File: src/rtl/sfx_pkg.sv
// Shared types, effect ranking and the constant note table for the sound-effect sequencer.
package sfx_pkg;

    typedef enum logic [1:0] {
        NONE  = 2'd0,
        JUMP  = 2'd1,
        DEATH = 2'd2,
        WIN   = 2'd3
    } sfx_e;

    typedef enum logic [1:0] {
        IDLE = 2'd0,
        LOAD = 2'd1,
        PLAY = 2'd2
    } state_e;

    typedef struct packed {
        logic [16:0] halfPeriod;   // clk cycles per half square-wave period, 0 = rest
        logic [9:0]  durationMs;   // note length in ms ticks
        logic        last;         // final note of the effect
    } note_t;

    localparam int MAX_NOTES = 4;

    // NOTE: the note table is pure combinational ROM decoded from constants, so it has no reset.
    function automatic note_t get_note(input sfx_e sfx, input logic [1:0] idx);
        note_t n;
        n = '{halfPeriod: 17'd0, durationMs: 10'd1, last: 1'b1};
        case ({sfx, idx})
            {JUMP,  2'd0}: n = '{17'd14261, 10'd60,  1'b0};
            {JUMP,  2'd1}: n = '{17'd10684, 10'd60,  1'b1};
            {DEATH, 2'd0}: n = '{17'd28523, 10'd150, 1'b0};
            {DEATH, 2'd1}: n = '{17'd38030, 10'd150, 1'b0};
            {DEATH, 2'd2}: n = '{17'd57045, 10'd200, 1'b1};
            {WIN,   2'd0}: n = '{17'd23985, 10'd100, 1'b0};
            {WIN,   2'd1}: n = '{17'd19037, 10'd100, 1'b0};
            {WIN,   2'd2}: n = '{17'd16008, 10'd100, 1'b0};
            {WIN,   2'd3}: n = '{17'd11992, 10'd200, 1'b1};
            default:       n = '{halfPeriod: 17'd0, durationMs: 10'd1, last: 1'b1};
        endcase
        return n;
    endfunction

    // Arbitration rank: DEATH beats WIN beats JUMP; NONE ranks lowest.
    function automatic logic [1:0] sfxRank(input sfx_e sfx);
        logic [1:0] r;
        case (sfx)
            JUMP:    r = 2'd1;
            WIN:     r = 2'd2;
            DEATH:   r = 2'd3;
            default: r = 2'd0;
        endcase
        return r;
    endfunction

    // Pending vector is indexed by effect code: [1] JUMP, [2] DEATH, [3] WIN.
    function automatic sfx_e pickHighest(input logic [3:1] pending);
        sfx_e s;
        if (pending[2])      s = DEATH;
        else if (pending[3]) s = WIN;
        else if (pending[1]) s = JUMP;
        else                 s = NONE;
        return s;
    endfunction

    function automatic logic [3:1] sfxMask(input sfx_e sfx);
        logic [3:1] m;
        case (sfx)
            JUMP:    m = 3'b001;
            DEATH:   m = 3'b010;
            WIN:     m = 3'b100;
            default: m = 3'b000;
        endcase
        return m;
    endfunction

endpackage

File: src/rtl/sfx_tone_gen.sv
// Square-wave generator: counts half periods and toggles the tone on each wrap.
module sfx_tone_gen (
    input  logic        clk,
    input  logic        resetN,
    input  logic        clear,       // silence and park the counter
    input  logic        load,        // start a new note: restart count, tone high unless rest
    input  logic        enable,      // advance the waveform by one clk
    input  logic [16:0] halfPeriod,
    output logic        toneOut
);

    logic [16:0] halfCount;

    // Half-period counter and output toggle.
    // NOTE: sequential state uses <= so every register here samples pre-edge values.
    always_ff @(posedge clk or negedge resetN) begin
        if (!resetN) begin
            halfCount <= '0;
            toneOut   <= 1'b0;
        end else if (clear) begin
            halfCount <= '0;
            toneOut   <= 1'b0;
        end else if (load) begin
            halfCount <= '0;
            toneOut   <= (halfPeriod != 17'd0);
        end else if (enable) begin
            if (halfPeriod == 17'd0) begin
                halfCount <= '0;
                toneOut   <= 1'b0;
            end else if (halfCount == halfPeriod - 17'd1) begin
                halfCount <= '0;
                toneOut   <= ~toneOut;
            end else begin
                halfCount <= halfCount + 17'd1;
            end
        end
    end

endmodule

File: src/rtl/sfx_sequencer.sv
// Game-event sound sequencer: edge-detects event lines, arbitrates pending
// requests by priority and steps through the selected effect's note table.
module sfx_sequencer
    import sfx_pkg::*;
#(
    parameter int TICK_DIV   = 25100,  // clk cycles per 1 ms tick
    parameter int TONE_SHIFT = 0       // half-periods divided by 2**TONE_SHIFT; 0 = table pitch
) (
    input  logic       clk,
    input  logic       resetN,
    input  logic       eventJump,
    input  logic       eventDeath,
    input  logic       eventWin,
    input  logic       mute,
    output logic       soundOut,
    output logic       busy,
    output logic [1:0] activeSfx
);

    localparam logic [14:0] TICK_LAST = 15'(TICK_DIV - 1);

    state_e      state, stateNext;
    sfx_e        activeReg, activeNext, best;
    logic [$clog2(MAX_NOTES)-1:0] noteIdx, noteIdxNext;
    logic [3:1]  evNow, prevEv, rise, pending, pendClr;
    logic [14:0] msPrescale;
    logic [9:0]  msCount;
    note_t       note;
    logic        tickWrap, noteDone;
    logic        toneLoad, toneEn, toneClr, timerClr, timerEn, toneOut;

    assign evNow    = {eventWin, eventDeath, eventJump};
    assign rise     = evNow & ~prevEv;
    assign best     = pickHighest(pending);
    assign note     = get_note(activeReg, noteIdx);
    assign tickWrap = (msPrescale == TICK_LAST);
    assign noteDone = tickWrap && (msCount + 10'd1 == note.durationMs);

    // Edge detectors and pending latches; prev resets high so a line held through reset is ignored.
    always_ff @(posedge clk or negedge resetN) begin
        if (!resetN) begin
            prevEv  <= 3'b111;
            pending <= '0;
        end else begin
            prevEv  <= evNow;
            pending <= (pending & ~pendClr) | rise;
        end
    end

    // FSM state, current effect and note index.
    always_ff @(posedge clk or negedge resetN) begin
        if (!resetN) begin
            state     <= IDLE;
            activeReg <= NONE;
            noteIdx   <= '0;
        end else begin
            state     <= stateNext;
            activeReg <= activeNext;
            noteIdx   <= noteIdxNext;
        end
    end

    // Next state, arbitration/preemption and control strobes.
    always_comb begin
        // NOTE: every output gets a default first, so no branch leaves one unassigned and no latch is inferred.
        stateNext   = state;
        activeNext  = activeReg;
        noteIdxNext = noteIdx;
        pendClr     = '0;
        toneLoad    = 1'b0;
        toneEn      = 1'b0;
        toneClr     = 1'b0;
        timerClr    = 1'b0;
        timerEn     = 1'b0;
        unique case (state)
            IDLE: begin
                if (best != NONE) begin
                    activeNext  = best;
                    noteIdxNext = '0;
                    pendClr     = sfxMask(best);
                    stateNext   = LOAD;
                end
            end
            LOAD, PLAY: begin
                if (sfxRank(best) > sfxRank(activeReg)) begin
                    activeNext  = best;
                    noteIdxNext = '0;
                    pendClr     = sfxMask(best);
                    stateNext   = LOAD;
                end else if (state == LOAD) begin
                    toneLoad  = 1'b1;
                    timerClr  = 1'b1;
                    stateNext = PLAY;
                end else begin
                    toneEn  = 1'b1;
                    timerEn = 1'b1;
                    if (noteDone) begin
                        if (note.last) begin
                            activeNext  = NONE;
                            noteIdxNext = '0;
                            toneClr     = 1'b1;
                            timerClr    = 1'b1;
                            stateNext   = IDLE;
                        end else begin
                            noteIdxNext = noteIdx + 2'd1;
                            stateNext   = LOAD;
                        end
                    end
                end
            end
            default: stateNext = IDLE;
        endcase
    end

    // Millisecond prescaler and per-note ms counter.
    always_ff @(posedge clk or negedge resetN) begin
        if (!resetN) begin
            msPrescale <= '0;
            msCount    <= '0;
        end else if (timerClr) begin
            msPrescale <= '0;
            msCount    <= '0;
        end else if (timerEn) begin
            if (tickWrap) begin
                msPrescale <= '0;
                msCount    <= msCount + 10'd1;
            end else begin
                msPrescale <= msPrescale + 15'd1;
            end
        end
    end

    sfx_tone_gen u_tone (
        .clk        (clk),
        .resetN     (resetN),
        .clear      (toneClr),
        .load       (toneLoad),
        .enable     (toneEn),
        .halfPeriod (note.halfPeriod >> TONE_SHIFT),
        .toneOut    (toneOut)
    );

    assign soundOut  = toneOut & ~mute;
    assign busy      = (state != IDLE);
    assign activeSfx = activeReg;

endmodule

File: config.mk
export PLATFORM = sky130hd
export DESIGN_NAME = sfx_sequencer
export DESIGN_NICKNAME = d
export VERILOG_FILES = /design/src/rtl/sfx_pkg.sv /design/src/rtl/sfx_tone_gen.sv /design/src/rtl/sfx_sequencer.sv
export SDC_FILE = /design/constraint.sdc
export NUM_CORES = 1
export LEC_CHECK = 0
export CORE_UTILIZATION = 68
export DETAILED_ROUTE_END_ITERATION = 8
export GPL_TIMING_DRIVEN = 0
export PLACE_DENSITY = 0.86
export SYNTH_ARGS = -nofsm -noshare
export SYNTH_HDL_FRONTEND = slang
export SYNTH_SLANG_ARGS = --single-unit
File: constraint.sdc
create_clock -name clk -period 7.7 [get_ports clk]
set_input_delay 2.31 -clock clk [delete_from_list [all_inputs] [get_ports clk]]
set_output_delay 2.31 -clock clk [all_outputs]
set_load 0.02 [all_outputs]
Word level (Yosys, flattened, before mapping)
Memories as Yosys holds them, arrays and structs flattened.
Cells that the tools add are included.
- add/sub/neg operators: 5
- bitwise logic cells: 8
- mux-type cells: 59
- equal/unequal tests: 16
- magnitude comparators: 1
- reduce and logical (&&, ||, !) cells: 17
- operators by type and width (operator ; number):
    $mux W17 ; 5
    $mux W15 ; 3
    $mux W2 ; 18
    $mux W10 ; 3
    $mux W1 ; 21
    $add A17 B1 Y17 const B ; 1
    $eq A17 B17 Y1 ; 1
    $logic_not A17 Y1 ; 1
    $reduce_bool A17 Y1 ; 1
    $sub A17 B1 Y17 const B ; 1
    $add A15 B1 Y15 const B ; 1
    $eq A15 B15 Y1 const B ; 1
    $pmux W2 S2 ; 3
    $pmux W2 S3 ; 2
    $add A10 B1 Y10 const B ; 1
    $eq A10 B10 Y1 ; 1
    $eq A2 B2 Y1 const B ; 5
    $reduce_bool A2 Y1 ; 5
    $ne A3 B3 Y1 const B ; 3
    $pmux W3 S3 ; 1
    $and A3 B3 Y3 ; 2
    $eq A2 B1 Y1 const B ; 3
    $mux W3 ; 2
    $not A3 Y3 ; 2
    other kinds (16) ; 19
- output and inout port bits: 4
- flip-flop bits (word level): 55
- logic and storage cells: 116
- bits in read-only memories: 400
- memories kept: 1
- bits of input ports: 6
- memory list (memory ; words ; bits a word ; read ports ; clocked after memory_dff ; wr ports ; line ; text):
    (no name shown) ; 16 ; 25 ; 1 ; 0 ; 0 ; sfx_pkg.sv:29 ; case ({sfx, idx})

Depth between registers and ports, before layout
Gate-level depths: netlist (run 1).
- depth in word-level cells: 12
- depth in mapped cells: 16
- depth with buffers taken out: 14

By module
From an unflattened synthesis (run 1), not the netlist that was laid out.
- cell total of the unflattened synthesis: 527
- area total of the unflattened synthesis: 4606.9 µm²
- by module, submodules not included (module ; sequential area each (µm²) ; cells an instance ; area each (µm²) ; instances):
    sfx_sequencer ; 929.6 ; 344 ; 3005.4 ; 1
    sfx_tone_gen ; 450.4 ; 183 ; 1601.5 ; 1

Least setup slack after synthesis (run 1)
No wires, ideal clock.
- path type: input -> output
- start: input mute
- end: output soundOut
- data required time: 5390 ps
- path slack: 2776 ps
- path buffers: 0
- data arrival time: 2614 ps
- stages: 1
- cell sequence: nor2b_1
- cells in the longest elaborated chain, start to end: 2
- ends and longest elaborated chain (element ; line ; text):
    from (decl) ; sfx_sequencer.sv:14 ; input logic mute,
    $not A1 Y1 ; sfx_sequencer.sv:143 ; assign soundOut = toneOut & ~mute;
    $and A1 B1 Y1 ; sfx_sequencer.sv:143 ;
    to (decl) ; sfx_sequencer.sv:15 ; output logic soundOut,
No other way between the ends.

Worst setup path after layout (run 1)
Same ends and word-level chain as after synthesis.

==> reports/metrics.cfg, run 1 <==
[clock_tree]
cts_made_buffers = 5
clk_pin_slew_ns = 0.09
clock_latency_ns = 0.31
hold_buffers = 0
clockBufferDepth = 2
root_buffer = clkbuf_8
clock_sinks = 55
cts_resized = 0
postCtsSetupBuffers = 0
cts_tree = done
htree_levels = 2

[drt]
postRouteAntennaNets = 0
num_vias = 3860
routed_wl_microns = 10230
first_pass_iters = 5
drt_iter0_markers = 409
via_per_inst = 6.433
drc_errors = 0
routedWlPerCell_microns = 17.05

[critical_path]
end_kind = primary output
reg2reg_slack_ns = 3.64
cp_slowest_cell = clkdlybuf4s50_1
worstPathCellList = clkdlybuf4s50_1, nor2b_1, clkdlybuf4s50_1
cpMostUsedCell = clkdlybuf4s50_1
start_kind = primary input
slowest_delay_ns = 0.61
path_buf_inv = 2
cp.required_ns = 5.39
critPathKind = in -> out
crit_arrival_ns = 3.43
critical-path-top-delay-family = buffers and inverters
cp_max_fo = 1

[global_routing]
grt_usage_pct = 32.21
grt_pass1_vias = 3679
antenna_found_initial = 0
grt_max_degree = 42
grt_overflow_total = 0
grt_pass1_wl_microns = 16550

[floorplanning]
io_pins = 10
dieHeight_microns = 82.09
core_area_sq_um = 6061
dieArea_sq_um = 6739
initial_core_util_pct = 71.97
die_w_microns = 82.09
rows = 28

[sta]
fin_tns_setup_ns = 0
setup_viol = 0
clock_skew_ns = 0.009734
rsz0062_at_grt = false
slew_headroom_pct = 62.61
max_freq_mhz = 174.2
hold_violations = 0
worstMarginPinSlew_ns = 0.5567
post-route-period-util_pct = 74.56
slew_violations = 0
finalCriticalPeriod_ns = 5.741

[placement]
dp.cells = 593
place_congestion = 0.9803
place_area_sq_um = 4561
hpwl_microns = 7556
portBuffers = 9

[synth]
synth_top_area_cell = dfrtp_1
yosysTopAreaCellShare_pct = 29.83
synth_cells = 508
synth_edf_count = 0
synth_area_leaders = dfrtp_1 (30%), ha_1 (7.2%), xnor2_1 (6.2%)
syn_nets = 539
synth_cell_types = 73
synth-seq-area-share_pct = 31.64
avgSynthCellArea_sq_um = 8.586
netlist_area_sq_um = 4362
yosysWarnings = 0
async_flop_share_pct = 100.0
synth-seq-cells = 55
synth-main-ff-cell = dfrtp_1

[layout]
num_antenna_cells = 0
drive_gt1_share_pct = 9.905
stdcell_count = 600
finish.utilization_pct = 76.61
syn2layout_area_growth_pct = 6.454
finalNetCount = 556
finalInstanceArea_sq_um = 4643
num-fill-cells = 474

[pwr]
power.density_nw_per_um2 = 386.8
ir_drop_mv = 0.3086
p_leak_nw = 1.928

[flow_run]
cap_violations = 0

[worst_hold_path]
hp-class = reg -> reg

[run_status]
outcome = finished, final reports clean

==> stage by stage <==
stage / power, mW / hold slack, ns / worst slack, ns
floorplan: 1.320 / 0.4728 / 2.776
global placement: 1.556 / 0.4923 / 1.975
detailed placement: 1.599 / 0.5066 / 1.956
CTS: 1.768 / 0.5280 / 1.950
global route: 1.926 / 0.5456 / 1.923
finish: 1.796 / 0.5278 / 1.959
==> final cells by class <==
class                           count  area [sq um]  area share [%]
Clock buffer                        5         68.82           1.482
Clock inverter                      2         13.76          0.2964
Tap cell                           75         93.84           2.021
Buffer                             22         157.7           3.395
Sequential cell                    55          1380           29.72
Timing Repair Buffer               10         105.1           2.264
Inverter                           24         90.09           1.940
Multi-Input combinational cell    407          2734           58.88
==> layout by cell type (no fill, tap or decap), drive strengths merged, types with 8 or more instances in the layout <==
cell type | synthesis | layout
dfrtp | 52 | 52
o31ai | 8 | 8
xnor2 | 31 | 31
clkbuf | 9 | 14
o21ai | 39 | 39
a21oi | 17 | 17
nor3 | 27 | 27
ha | 25 | 25
inv | 24 | 24
clkdlybuf4s50 | 0 | 8
nand3 | 25 | 25
nand4 | 15 | 15
buf | 13 | 15
nor2 | 54 | 54
nand2 | 41 | 41
xor2 | 23 | 23
nor2b | 8 | 8
==> kinds of logic (layout without fill, tap and decap cells) <==
family | after synthesis | count (layout) | synth area share [%]
AOI/OAI and AO/OA | 106 | 106 | 16.75
and+or+nand+nor | 214 | 214 | 25.82
muxes | 8 | 8 | 1.922
buffers and inverters | 46 | 63 | 5.680
adders and majority gates | 25 | 25 | 7.172
xor gates and xnor gates | 54 | 54 | 11.02
DFF | 55 | 55 | 31.64
==> cell usage after synthesis (all sizes together), types with 9 or more instances <==
cell / count
ha: 25
nand3: 25
dfrtp: 52
nor2: 54
a21oi: 17
nand2: 41
xnor2: 31
xor2: 23
buf: 13
inv: 24
o21ai: 39
nor3: 27
nand4: 15
clkbuf: 9
==> registers in the layout (all words and copies together) (netlist names) <==
| signal | cells |
|---|---|
| u_tone.halfCount | 17 |
| activeSfx | 2 |
| state | 2 |
| msCount | 10 |
| msPrescale | 15 |
| noteIdx | 2 |
| u_tone.toneOut | 1 |
| pending | 3 |
| prevEv | 3 |
==> metal layers <==
metal	wire, microns	up-vias	global-route usage [%]
met5	0	-	0
met2	4696	176	52.23
li1	-	1832	-
met1	4581	1815	42.51
met4	308	0	14.39
met3	642	37	4.945
==> worst paths after layout <==
| check | startpoint | end | cells after the start |
|---|---|---|---|
| worst max-delay path | mute | soundOut | 3 |
| worst min-delay path | prevEv[3] | pending[3] | 1 |
| worst max register to register | noteIdx[1] | u_tone.toneOut | 14 |
| worst min register to register | prevEv[3] | pending[3] | 1 |
| max in group asynchronous | resetN | u_tone.halfCount[3] | 2 |
| min in group asynchronous | resetN | msCount[6] | 1 |
==> report_power, final <==
| part | switching [mW] | internal, mW | total, mW |
|---|---|---|---|
| clock | 0.0951 | 0.0625 | 0.158 |
| combinational | 0.797 | 0.465 | 1.26 |
| sequential | 0.0468 | 0.329 | 0.376 |
| total | 0.939 | 0.857 | 1.80 |
Power figures use the tool's default switching activity.
==> run 2, diff against run 1 <==
--- a/config.mk
+++ b/config.mk
@@ -5,10 +5,10 @@
 export SDC_FILE = /design/constraint.sdc
 export NUM_CORES = 1
 export LEC_CHECK = 0
-export CORE_UTILIZATION = 68
+export CORE_UTILIZATION = 57
 export DETAILED_ROUTE_END_ITERATION = 8
 export GPL_TIMING_DRIVEN = 0
-export PLACE_DENSITY = 0.86
+export PLACE_DENSITY = 0.77
 export SYNTH_ARGS = -nofsm -noshare
 export SYNTH_HDL_FRONTEND = slang
 export SYNTH_SLANG_ARGS = --single-unit
==> constraint.sdc (replaced) <==
create_clock -name clk -period 4.75 [get_ports clk]
set_input_delay 1.425 -clock clk [delete_from_list [all_inputs] [get_ports clk]]
set_output_delay 1.425 -clock clk [all_outputs]
set_load 0.02 [all_outputs]
==> reports/metrics.cfg, run 2 (synthesis gave the netlist of run 1 again) <==
[critical_path]
slowest_delay_ns = 0.54  ; was 0.61 ns
path_buf_inv = 3  ; was 2
cp.required_ns = 4.94  ; was 5.39 ns
end_kind = flop  ; was primary output
critical-path-top-delay-family = compound AO/OA/AOI/OAI gates  ; was buffers and inverters
start_kind = flop  ; was primary input
critPathKind = reg -> reg  ; was in -> out
crit_arrival_ns = 4.19  ; was 3.43 ns
worstPathCellList = buf_6, inv_1, ha_1, and2b_1, o21a_1, nor2_1, ha_1, o211ai_2, xnor2_1, a21oi_1, o31ai_1, a41oi_2, a21oi_4, buf_4, nor3_1  ; was clkdlybuf4s50_1, nor2b_1, clkdlybuf4s50_1
cpMostUsedCell = ha_1  ; was clkdlybuf4s50_1
cp_slowest_cell = dfrtp_1  ; was clkdlybuf4s50_1
cp_max_fo = 10  ; was 1

[drt]
drc_errors = 0  ; unchanged
first_pass_iters = 4  ; was 5
top_layer_used = met4  ; unchanged
drt_iter0_markers = 301  ; was 409
num_vias = 3806  ; was 3860
wl_met1_microns = 4670  ; was 4581 microns
wl_met3_microns = 537  ; was 642 microns
postRouteAntennaNets = 0  ; unchanged
met2_length_microns = 4728  ; was 4696 microns
routed_wl_microns = 10170  ; was 10230 microns
routedWlPerCell_microns = 16.26  ; was 17.05 microns
via_per_inst = 6.090  ; was 6.433

[layout]
finalNetCount = 556  ; unchanged
largest_reg_flops = 17  ; unchanged
largest_register = u_tone.halfCount  ; unchanged
final_cell_mix = nor2_1 (52), dfrtp_1 (52), nand2_1 (40)  ; unchanged
reg.largest.list = u_tone.halfCount x17, msPrescale x15, msCount x10  ; unchanged
syn2layout_area_growth_pct = 7.516  ; was 6.454%
finish.utilization_pct = 63.97  ; was 76.61%
num-fill-cells = 616  ; was 474
num_antenna_cells = 0  ; unchanged
drive_gt1_share_pct = 10.08  ; was 9.905%

[sta]
setup_viol = 0  ; unchanged
max_freq_mhz = 249.9
clock_skew_ns = 0.003545  ; was 0.009734 ns
hold_violations = 0  ; unchanged
worstMarginPinSlew_ns = 0.5793  ; was 0.5567 ns
rsz0062_at_grt = false  ; unchanged
slew_violations = 0  ; unchanged
finalCriticalPeriod_ns = 4.001
slew_headroom_pct = 61.09  ; was 62.61%
fin_tns_setup_ns = 0  ; unchanged
post-route-period-util_pct = 84.24

[pwr]
p_leak_nw = 1.931  ; was 1.928 nW
p_sw_share_pct = 51.83  ; was 52.28%
switchingPower_mw = 1.512  ; was 0.9389 mW
power_frac_seq_pct = 20.7  ; was 20.9%
power_frac_comb_pct = 69.6  ; was 70.3%
p_int_mw = 1.405  ; was 0.8569 mW
ir_drop_mv = 0.4101  ; was 0.3086 mV
clkPwrFrac_pct = 9.7  ; was 8.8%
power.density_nw_per_um2 = 622.1  ; was 386.8 nW/um^2

[worst_hold_path]
hp-class = reg -> reg  ; unchanged

[global_routing]
antenna_found_initial = 0  ; unchanged
grt_max_degree = 40  ; was 42
grt_usage_pct = 27.50  ; was 32.21%
grt_overflow_total = 0  ; unchanged
grt_pass1_wl_microns = 16960  ; was 16550 microns
grt_pass1_vias = 3620  ; was 3679

[clock_tree]
root_buffer = clkbuf_8  ; unchanged
clockBufferDepth = 2  ; unchanged
htree_levels = 2  ; unchanged
clock_latency_ns = 0.32  ; was 0.31 ns
postCtsSetupBuffers = 0  ; unchanged
cts_resized = 0  ; unchanged
cts_tree = done  ; unchanged
clk_pin_slew_ns = 0.10  ; was 0.09 ns
hold_buffers = 0  ; unchanged
cts_made_buffers = 5  ; unchanged
clock_sinks = 55  ; unchanged

[floorplanning]
dieArea_sq_um = 8006  ; was 6739 sq um
dieHeight_microns = 89.48  ; was 82.09 microns
die_w_microns = 89.48  ; was 82.09 microns
rows = 31  ; was 28
initial_core_util_pct = 59.50  ; was 71.97%
core_area_sq_um = 7331  ; was 6061 sq um
io_pins = 10  ; unchanged

[placement]
portBuffers = 9  ; unchanged
hpwl_microns = 7645  ; was 7556 microns
place_congestion = 0.9484  ; was 0.9803

[run_status]
outcome = finished, final reports clean  ; unchanged

[flow_run]
cap_violations = 0  ; unchanged

-- run 2: worst register-to-register path: stages, from the launching register on --
cell	delay (ns)
dfrtp_1	0.54
buf_6	0.20
inv_1	0.16
ha_1	0.33
and2b_1	0.25
o21a_1	0.19
nor2_1	0.16
ha_1	0.26
o211ai_2	0.14
xnor2_1	0.24
a21oi_1	0.10
o31ai_1	0.42
a41oi_2	0.33
a21oi_4	0.28
buf_4	0.21
nor3_1	0.07
-- run 2: layer usage --
metal,GRT usage (%),up-vias
met5,0,-
met4,10.25,0
met3,3.970,24
met2,45.39,126
met1,36.78,1821
li1,-,1835
-- run 2: path summary, 6_finish.rpt --
path | start | depth (start not counted) | slack [ns] | to
max in group asynchronous | resetN | 2 | 3.17 | u_tone.halfCount[9]
hold reg to reg | prevEv[2] | 1 | 0.53 | pending[2]
setup / recovery | noteIdx[1] | 15 | 0.75 | u_tone.halfCount[7]
min in group asynchronous | resetN | 1 | 1.03 | msCount[8]
hold / removal | prevEv[2] | 1 | 0.53 | pending[2]
setup reg to reg | noteIdx[1] | 15 | 0.75 | u_tone.halfCount[7]
-- run 2: layout make-up --
type / count / area [sq um] / share of cell area, %
tap: 99 / 123.9 / 2.641
multi-input combinational: 407 / 2734 / 58.30
inverter: 24 / 90.09 / 1.921
clock inverter: 2 / 16.27 / 0.3469
sequential: 55 / 1380 / 29.43
clock buffer: 6 / 82.58 / 1.761
timing repair buffer: 10 / 105.1 / 2.241
buffer: 22 / 157.7 / 3.362
-- run 2: metrics by stage --
stage | total power, mW | setup WS (ns) | hold WS (ns) | instances | area [sq um]
after floorplan | 2.139 | 1.444 | 0.4728 | 508 | 4362
after global placement | 2.544 | 0.5684 | 0.4952 | 616 | 4576
after detailed placement | 2.604 | 0.7931 | 0.5116 | 617 | 4591
after CTS | 2.900 | 0.7865 | 0.5372 | 625 | 4690
after global routing | 3.149 | 0.5221 | 0.5753 | 625 | 4690
final | 2.917 | 0.7488 | 0.5262 | 625 | 4690
-- run 2: power by group through the flow --
stage	sequential [mW]	clock [mW]	combinational [mW]
after floorplan	0.605	0	1.53
after global placement	0.607	0	1.94
after detailed placement	0.611	0	1.99
after CTS	0.603	0.289	2.01
after global routing	0.613	0.302	2.23
final	0.605	0.282	2.03
==> run 3, diff against run 2 <==
--- a/config.mk
+++ b/config.mk
@@ -5,10 +5,10 @@
 export SDC_FILE = /design/constraint.sdc
 export NUM_CORES = 1
 export LEC_CHECK = 0
-export CORE_UTILIZATION = 57
+export CORE_UTILIZATION = 63
 export DETAILED_ROUTE_END_ITERATION = 8
 export GPL_TIMING_DRIVEN = 0
-export PLACE_DENSITY = 0.77
+export PLACE_DENSITY = 0.81
 export SYNTH_ARGS = -nofsm -noshare
 export SYNTH_HDL_FRONTEND = slang
 export SYNTH_SLANG_ARGS = --single-unit
==> constraint.sdc (replaced) <==
create_clock -name clk -period 4.15 [get_ports clk]
set_input_delay 1.245 -clock clk [delete_from_list [all_inputs] [get_ports clk]]
set_output_delay 1.245 -clock clk [all_outputs]
set_load 0.02 [all_outputs]
==> reports/metrics.cfg, run 3 (synthesis gave the netlist of run 1 again) <==
[layout]
reg.largest.list = u_tone.halfCount x17, msPrescale x15, msCount x10  ; unchanged
final_cell_mix = nor2_1 (52), dfrtp_1 (52), nand2_1 (40)  ; unchanged
drive_gt1_share_pct = 10.27  ; was 10.08%
num_antenna_cells = 0  ; unchanged
largest_reg_flops = 17  ; unchanged
syn2layout_area_growth_pct = 7.516  ; unchanged
largest_register = u_tone.halfCount  ; unchanged
finalNetCount = 556  ; unchanged

[drt]
drc_errors = 0  ; unchanged
num_vias = 3749  ; was 3806
routedWlPerCell_microns = 16.13  ; was 16.26 microns
drt_iter0_markers = 285  ; was 301
routed_wl_microns = 9726  ; was 10170 microns
first_pass_iters = 5  ; was 4
postRouteAntennaNets = 0  ; unchanged
via_per_inst = 6.217  ; was 6.090

[global_routing]
grt_pass1_wl_microns = 16670  ; was 16960 microns
grt_usage_pct = 28.67  ; was 27.50%
grt_max_degree = 42  ; was 40
grt_overflow_total = 0  ; unchanged
antenna_found_initial = 0  ; unchanged
grt_pass1_vias = 3520  ; was 3620

[pwr]
power_frac_seq_pct = 20.5  ; was 20.7%
p_sw_share_pct = 50.54  ; was 51.83%
power_mw = 3.390  ; was 2.917 mW
ir_drop_mv = 0.4869  ; was 0.4101 mV
switchingPower_mw = 1.714  ; was 1.512 mW
power_frac_comb_pct = 68.2  ; was 69.6%
clkPwrFrac_pct = 11.3  ; was 9.7%
p_int_mw = 1.677  ; was 1.405 mW
p_leak_nw = 1.948  ; was 1.931 nW
power.density_nw_per_um2 = 722.9  ; was 622.1 nW/um^2

[sta]
max_freq_mhz = 257.2  ; was 249.9 MHz
setup_viol = 0  ; unchanged
clock_skew_ns = 0.01224  ; was 0.003545 ns
rsz0062_at_grt = false  ; unchanged
fin_tns_setup_ns = 0  ; unchanged
worstMarginPinSlew_ns = 0.5757  ; was 0.5793 ns
slew_violations = 0  ; unchanged
hold_violations = 0  ; unchanged
post-route-period-util_pct = 93.70  ; was 84.24%
slew_headroom_pct = 61.21  ; was 61.09%
finalCriticalPeriod_ns = 3.889  ; was 4.001 ns

[critical_path]
endpoint = u_tone.toneOut  ; was u_tone.halfCount[7]
cp.required_ns = 4.38  ; was 4.94 ns
critPathKind = reg -> reg  ; unchanged
worstReg2RegEnd = u_tone.toneOut  ; was u_tone.halfCount[7]
r2r_cells = 14  ; was 15
cp_max_fo = 10  ; unchanged
end_kind = flop  ; unchanged
crit_arrival_ns = 4.12  ; was 4.19 ns
cp-startpoint = noteIdx[1]  ; unchanged
start_kind = flop  ; unchanged
r2r_start = noteIdx[1]  ; unchanged
reg2reg_slack_ns = 0.26  ; was 0.75 ns

[clock_tree]
clockBufferDepth = 2  ; unchanged
clk_pin_slew_ns = 0.10  ; about the same
cts_tree = done  ; unchanged
htree_levels = 2  ; unchanged
postCtsSetupBuffers = 0  ; unchanged
cts_made_buffers = 5  ; unchanged
clock_sinks = 55  ; unchanged
clock_latency_ns = 0.31  ; was 0.32 ns
root_buffer = clkbuf_8  ; unchanged

[floorplanning]
initial_core_util_pct = 66.78  ; was 59.50%
dieHeight_microns = 85.21  ; was 89.48 microns
die_w_microns = 85.21  ; was 89.48 microns
dieArea_sq_um = 7260  ; was 8006 sq um
core_area_sq_um = 6531  ; was 7331 sq um
rows = 29  ; was 31
io_pins = 10  ; unchanged

[placement]
place_congestion = 0.9136  ; was 0.9484
portBuffers = 9  ; unchanged
hpwl_microns = 7334  ; was 7645 microns

[worst_hold_path]
hp-class = reg -> reg  ; unchanged

[flow_run]
cap_violations = 0  ; unchanged

[run_status]
outcome = finished, final reports clean  ; unchanged

[run 3: final cells by class]
class / instances / area [sq um]
well taps: 77 / 96.34
inverters: 24 / 90.09
fillers: 543 / 1842
flip-flops and latches: 55 / 1380
repair buffers: 10 / 105.1
plain buffers: 22 / 157.7
clock inverters: 2 / 38.79
multi-input cells: 407 / 2739
clock buffers: 6 / 82.58
[run 3: through the flow]
step / setup slack, ns / instance area (sq um) / hold WS, ns / utilization, % / std cells
after floorplan: 0.8436 / 4362 / 0.4728 / - / 508
after global placement: 0.1753 / 4548 / 0.4919 / 69.64 / 594
after detailed placement: 0.3104 / 4563 / 0.5018 / 69.87 / 595
after CTS: 0.2842 / 4684 / 0.5245 / 71.72 / 603
after global routing: 0.02893 / 4690 / 0.5391 / 71.80 / 603
final: 0.2613 / 4690 / 0.5209 / 71.80 / 603
[run 3: worst max-delay path, cell delays in order (launching register included)]
cell and delay (ns):
dfrtp_1 0.50, buf_6 0.20, inv_1 0.21, ha_1 0.39
and2b_1 0.28, o21a_1 0.15, nor2_1 0.06, ha_1 0.31
xnor2_1 0.14, a211oi_1 0.26, nand3_1 0.12, nor4_2 0.29
nand4_1 0.21, or4_1 0.44, a211oi_1 0.23
[run 3: metal layers]
metal  vias to the layer above  track usage [%]  share of wire (%)
met5                         -                0                  0
met4                         0            7.088                1.5
met3                        12            3.016                3.8
met2                       101            46.63                 46
met1                      1807            41.19                 49
li1                       1829                -                  -
[run 3: timing repair]
action	CTS	global route
endpoints found under the setup margin	0	1
hold buffers	0	0
gates resized for setup	0	1
[run 3: worst min path at each step]
stage                          start          to  slack, ns  cells after the start
after floorplan           pending[1]  pending[1]       0.47                      2
after CTS                  prevEv[1]  pending[1]       0.52                      1
after global routing       prevEv[1]  pending[1]       0.54                      1
after detailed placement   prevEv[1]  pending[1]       0.50                      1
final                      prevEv[1]  pending[1]       0.52                      1
after global placement     prevEv[1]  pending[1]       0.49                      1
[run 3: power by group through the flow]
stage                     Sequential (mW)  Combinational (mW)  Clock (mW)
after floorplan                     0.692                1.76           0
after global placement              0.698                2.20           0
after detailed placement            0.702                2.25           0
after CTS                           0.692                2.26       0.392
after global routing                0.704                2.54       0.413
final                               0.695                2.31       0.383
==> variant (flow settings as in run 3) <==
Reset style: synchronous (`resetN`), changed in 4 clocked blocks.
--- a/src/rtl/sfx_tone_gen.sv
+++ b/src/rtl/sfx_tone_gen.sv
@@ -15,3 +15,3 @@
     // NOTE: sequential state uses <= so every register here samples pre-edge values.
-    always_ff @(posedge clk or negedge resetN) begin
+    always_ff @(posedge clk) begin
         if (!resetN) begin
--- a/src/rtl/sfx_sequencer.sv
+++ b/src/rtl/sfx_sequencer.sv
@@ -39,3 +39,3 @@
     // Edge detectors and pending latches; prev resets high so a line held through reset is ignored.
-    always_ff @(posedge clk or negedge resetN) begin
+    always_ff @(posedge clk) begin
         if (!resetN) begin
@@ -50,3 +50,3 @@
     // FSM state, current effect and note index.
-    always_ff @(posedge clk or negedge resetN) begin
+    always_ff @(posedge clk) begin
         if (!resetN) begin
@@ -115,3 +115,3 @@
     // Millisecond prescaler and per-note ms counter.
-    always_ff @(posedge clk or negedge resetN) begin
+    always_ff @(posedge clk) begin
         if (!resetN) begin
Formal check against the unedited RTL: differs if resetN is asserted again (counterexample within 4 cycles, from zero or initial values and one cycle with resetN low); with resetN held inactive, the same outputs for 4 cycles.
==> variant against run 3 <==
Worst setup slack got worse by 0.015 ns. Sequential cell count did not move. Total power fell by 37%. Routed wire length is 0.25% higher. Final area decreased by 4.4%. Worst hold slack lost 0.019 ns. Area after synthesis down 5.0%. Combinational power is 48% lower. Critical path type unchanged. Critical endpoint is now u_tone.halfCount[2]$_SDFFE_PP0P_. Highest routed layer unchanged.
==> variant: results (changes against run 3) <==
- First-pass GRT wire length: 16,700 µm (about the same)
- Clock Latency Late Sink: 0.33 ns (was 0.31 ns)
- Synth top area cells: dfxtp_1 27%, ha_1 7.9%, xnor2_1 6.8% (was dfrtp_1 30%, ha_1 7.2%, xnor2_1 6.2%)
- Layout cells sized above 1: 8.66% (was 10.3%)
- H-tree Lvls: 2 (unchanged)
- Layout Skew: 0.0101 ns (was 0.0122 ns)
- Gpl congestion: 0.991 (was 0.914)
- Pre-CTS setup slack: -0.129 ns (was 0.310 ns)
- Slew Viols, Final: 0 (unchanged)
- Met1 WL: 4350 µm (was 4740 µm)
- Slew HR: 55.6% (was 61.2%)
- Area of the multi-input gates: 2890 µm² (was 2740 µm²)
- Minimum clock period: 3.90 ns (was 3.89 ns)
- Setup slack, reg-to-reg: 0.25 ns (was 0.26 ns)
- Hold Path End: pending[2]$_SDFF_PN0_ (was pending[1]$_DFF_PN0_)
- Status: finished clean (unchanged)
- Buffering overhead: 4.99% (was 5.60%)
- Largest net degree at the start of global routing: 20 (was 42)
- RR Endpoint: u_tone.halfCount[2]$_SDFFE_PP0P_ (was u_tone.toneOut$_DFFE_PN0P_)
- Met2 WL: 4810 µm (was 4460 µm)
- WHS Path Cells: 2 (was 1)
- Synth cell count leaders: 69 x nor2_1, 67 x nand2_1, 55 x dfxtp_1 (was 52 x dfrtp_1, 52 x nor2_1, 40 x nand2_1)
- P_leak: 1.78 nW (was 1.95 nW)
- Share of flip-flops with an asynchronous set or reset: 0% (was 100%)
- Number of resized instances in the post-cts repair step: 5 (was 0)
- Crit-path max cell delay: 0.42 ns (was 0.50 ns)
- Hold Slack: 0.501 ns (was 0.521 ns)
- Metal3 WL: 345 µm (was 372 µm)
- Final nets: 585 (was 556)
- Total GRT Usage: 29.1% (was 28.7%)
- M1 GR Usage: 35.1% (was 41.2%)
- Synth Warn #: 0 (unchanged)
- Fillcell total: 529 (was 543)
- Vias in the first global route: 3,725 (was 3,520)
- Wire per inst: 15.5 µm (was 16.1 µm)
- Via density: 6.11 (was 6.22)
- Worst Reg-to-Reg Cells: 15 (was 14)
- Placed cell count: 621 (was 595)
- Post-Syn Nets: 567 (was 539)
- Multi-input comb cells: 438 (was 407)
- Worst VDD drop: 278 µV (was 487 µV)
- Register area share after synthesis: 26.6% (was 31.6%)
- Crit path to: u_tone.halfCount[2]$_SDFFE_PP0P_ (was u_tone.toneOut$_DFFE_PN0P_)
- Mapped Avg Cell Area: 7.74 µm² (was 8.59 µm²)
- Met3 Use GR: 3.98% (was 3.02%)
- Setup crit start: noteIdx[1]$_SDFFE_PN0P_ (was noteIdx[1]$_DFFE_PN0P_)
- Distinct cells, synth: 70 (was 73)
- Finished Layout Cells: 631 (was 603)
variant: cell types whose count changed after synthesis, sizes merged, moves of 4 or more:
| cell | run 3 | this run |
|---|---|---|
| a21boi | 0 | 5 |
| and3 | 7 | 11 |
| dfrtp | 52 | 0 |
| dfxtp | 0 | 55 |
| nand2 | 41 | 67 |
| nand2b | 5 | 12 |
| nand3 | 25 | 15 |
| nor2 | 54 | 69 |
| nor3 | 27 | 15 |
| nor4 | 7 | 3 |
| o21ai | 39 | 22 |
| o31ai | 8 | 1 |
| or3 | 2 | 6 |
| xor2 | 23 | 31 |
variant: kinds of logic (layout without fill, tap and decap cells):
logic type / Yosys count / after routing / synth area share [%]
flip-flops: 55 / 55 / 26.6
buffers and inverters: 42 / 61 / 4.68
adder cells (fa/ha/maj): 26 / 26 / 7.85
AND/OR/NAND/NOR: 245 / 245 / 29.2
AO/OA/AOI/OAI: 95 / 95 / 16.1
multiplexers: 9 / 9 / 2.24
XOR/XNOR: 63 / 63 / 13.3
variant: worst max-delay path: cells and delay by family (launching register included):
family | cells | cell delay [ns]
AND/OR/NAND/NOR | 6 | 1.32
flip-flops | 1 | 0.42
buffers and inverters | 4 | 0.75
AO/OA/AOI/OAI | 3 | 0.76
adder cells (fa/ha/maj) | 2 | 0.53
variant: stage by stage:
| stage | cell area, µm² | utilization, % | power, mW |
|---|---|---|---|
| finish | 4480 | 70.6 | 2.13 |
| global route | 4480 | 70.6 | 2.26 |
| global placement | 4330 | 68.2 | 1.69 |
| detailed placement | 4330 | 68.2 | 1.72 |
| floorplan | 4140 | - | 1.47 |
| CTS | 4450 | 70.0 | 2.07 |
variant: report_power, final:
group	internal (mW)	switching [mW]	total [mW]
combinational	0.451	0.749	1.20
sequential	0.559	0.0391	0.598
clock	0.125	0.205	0.329
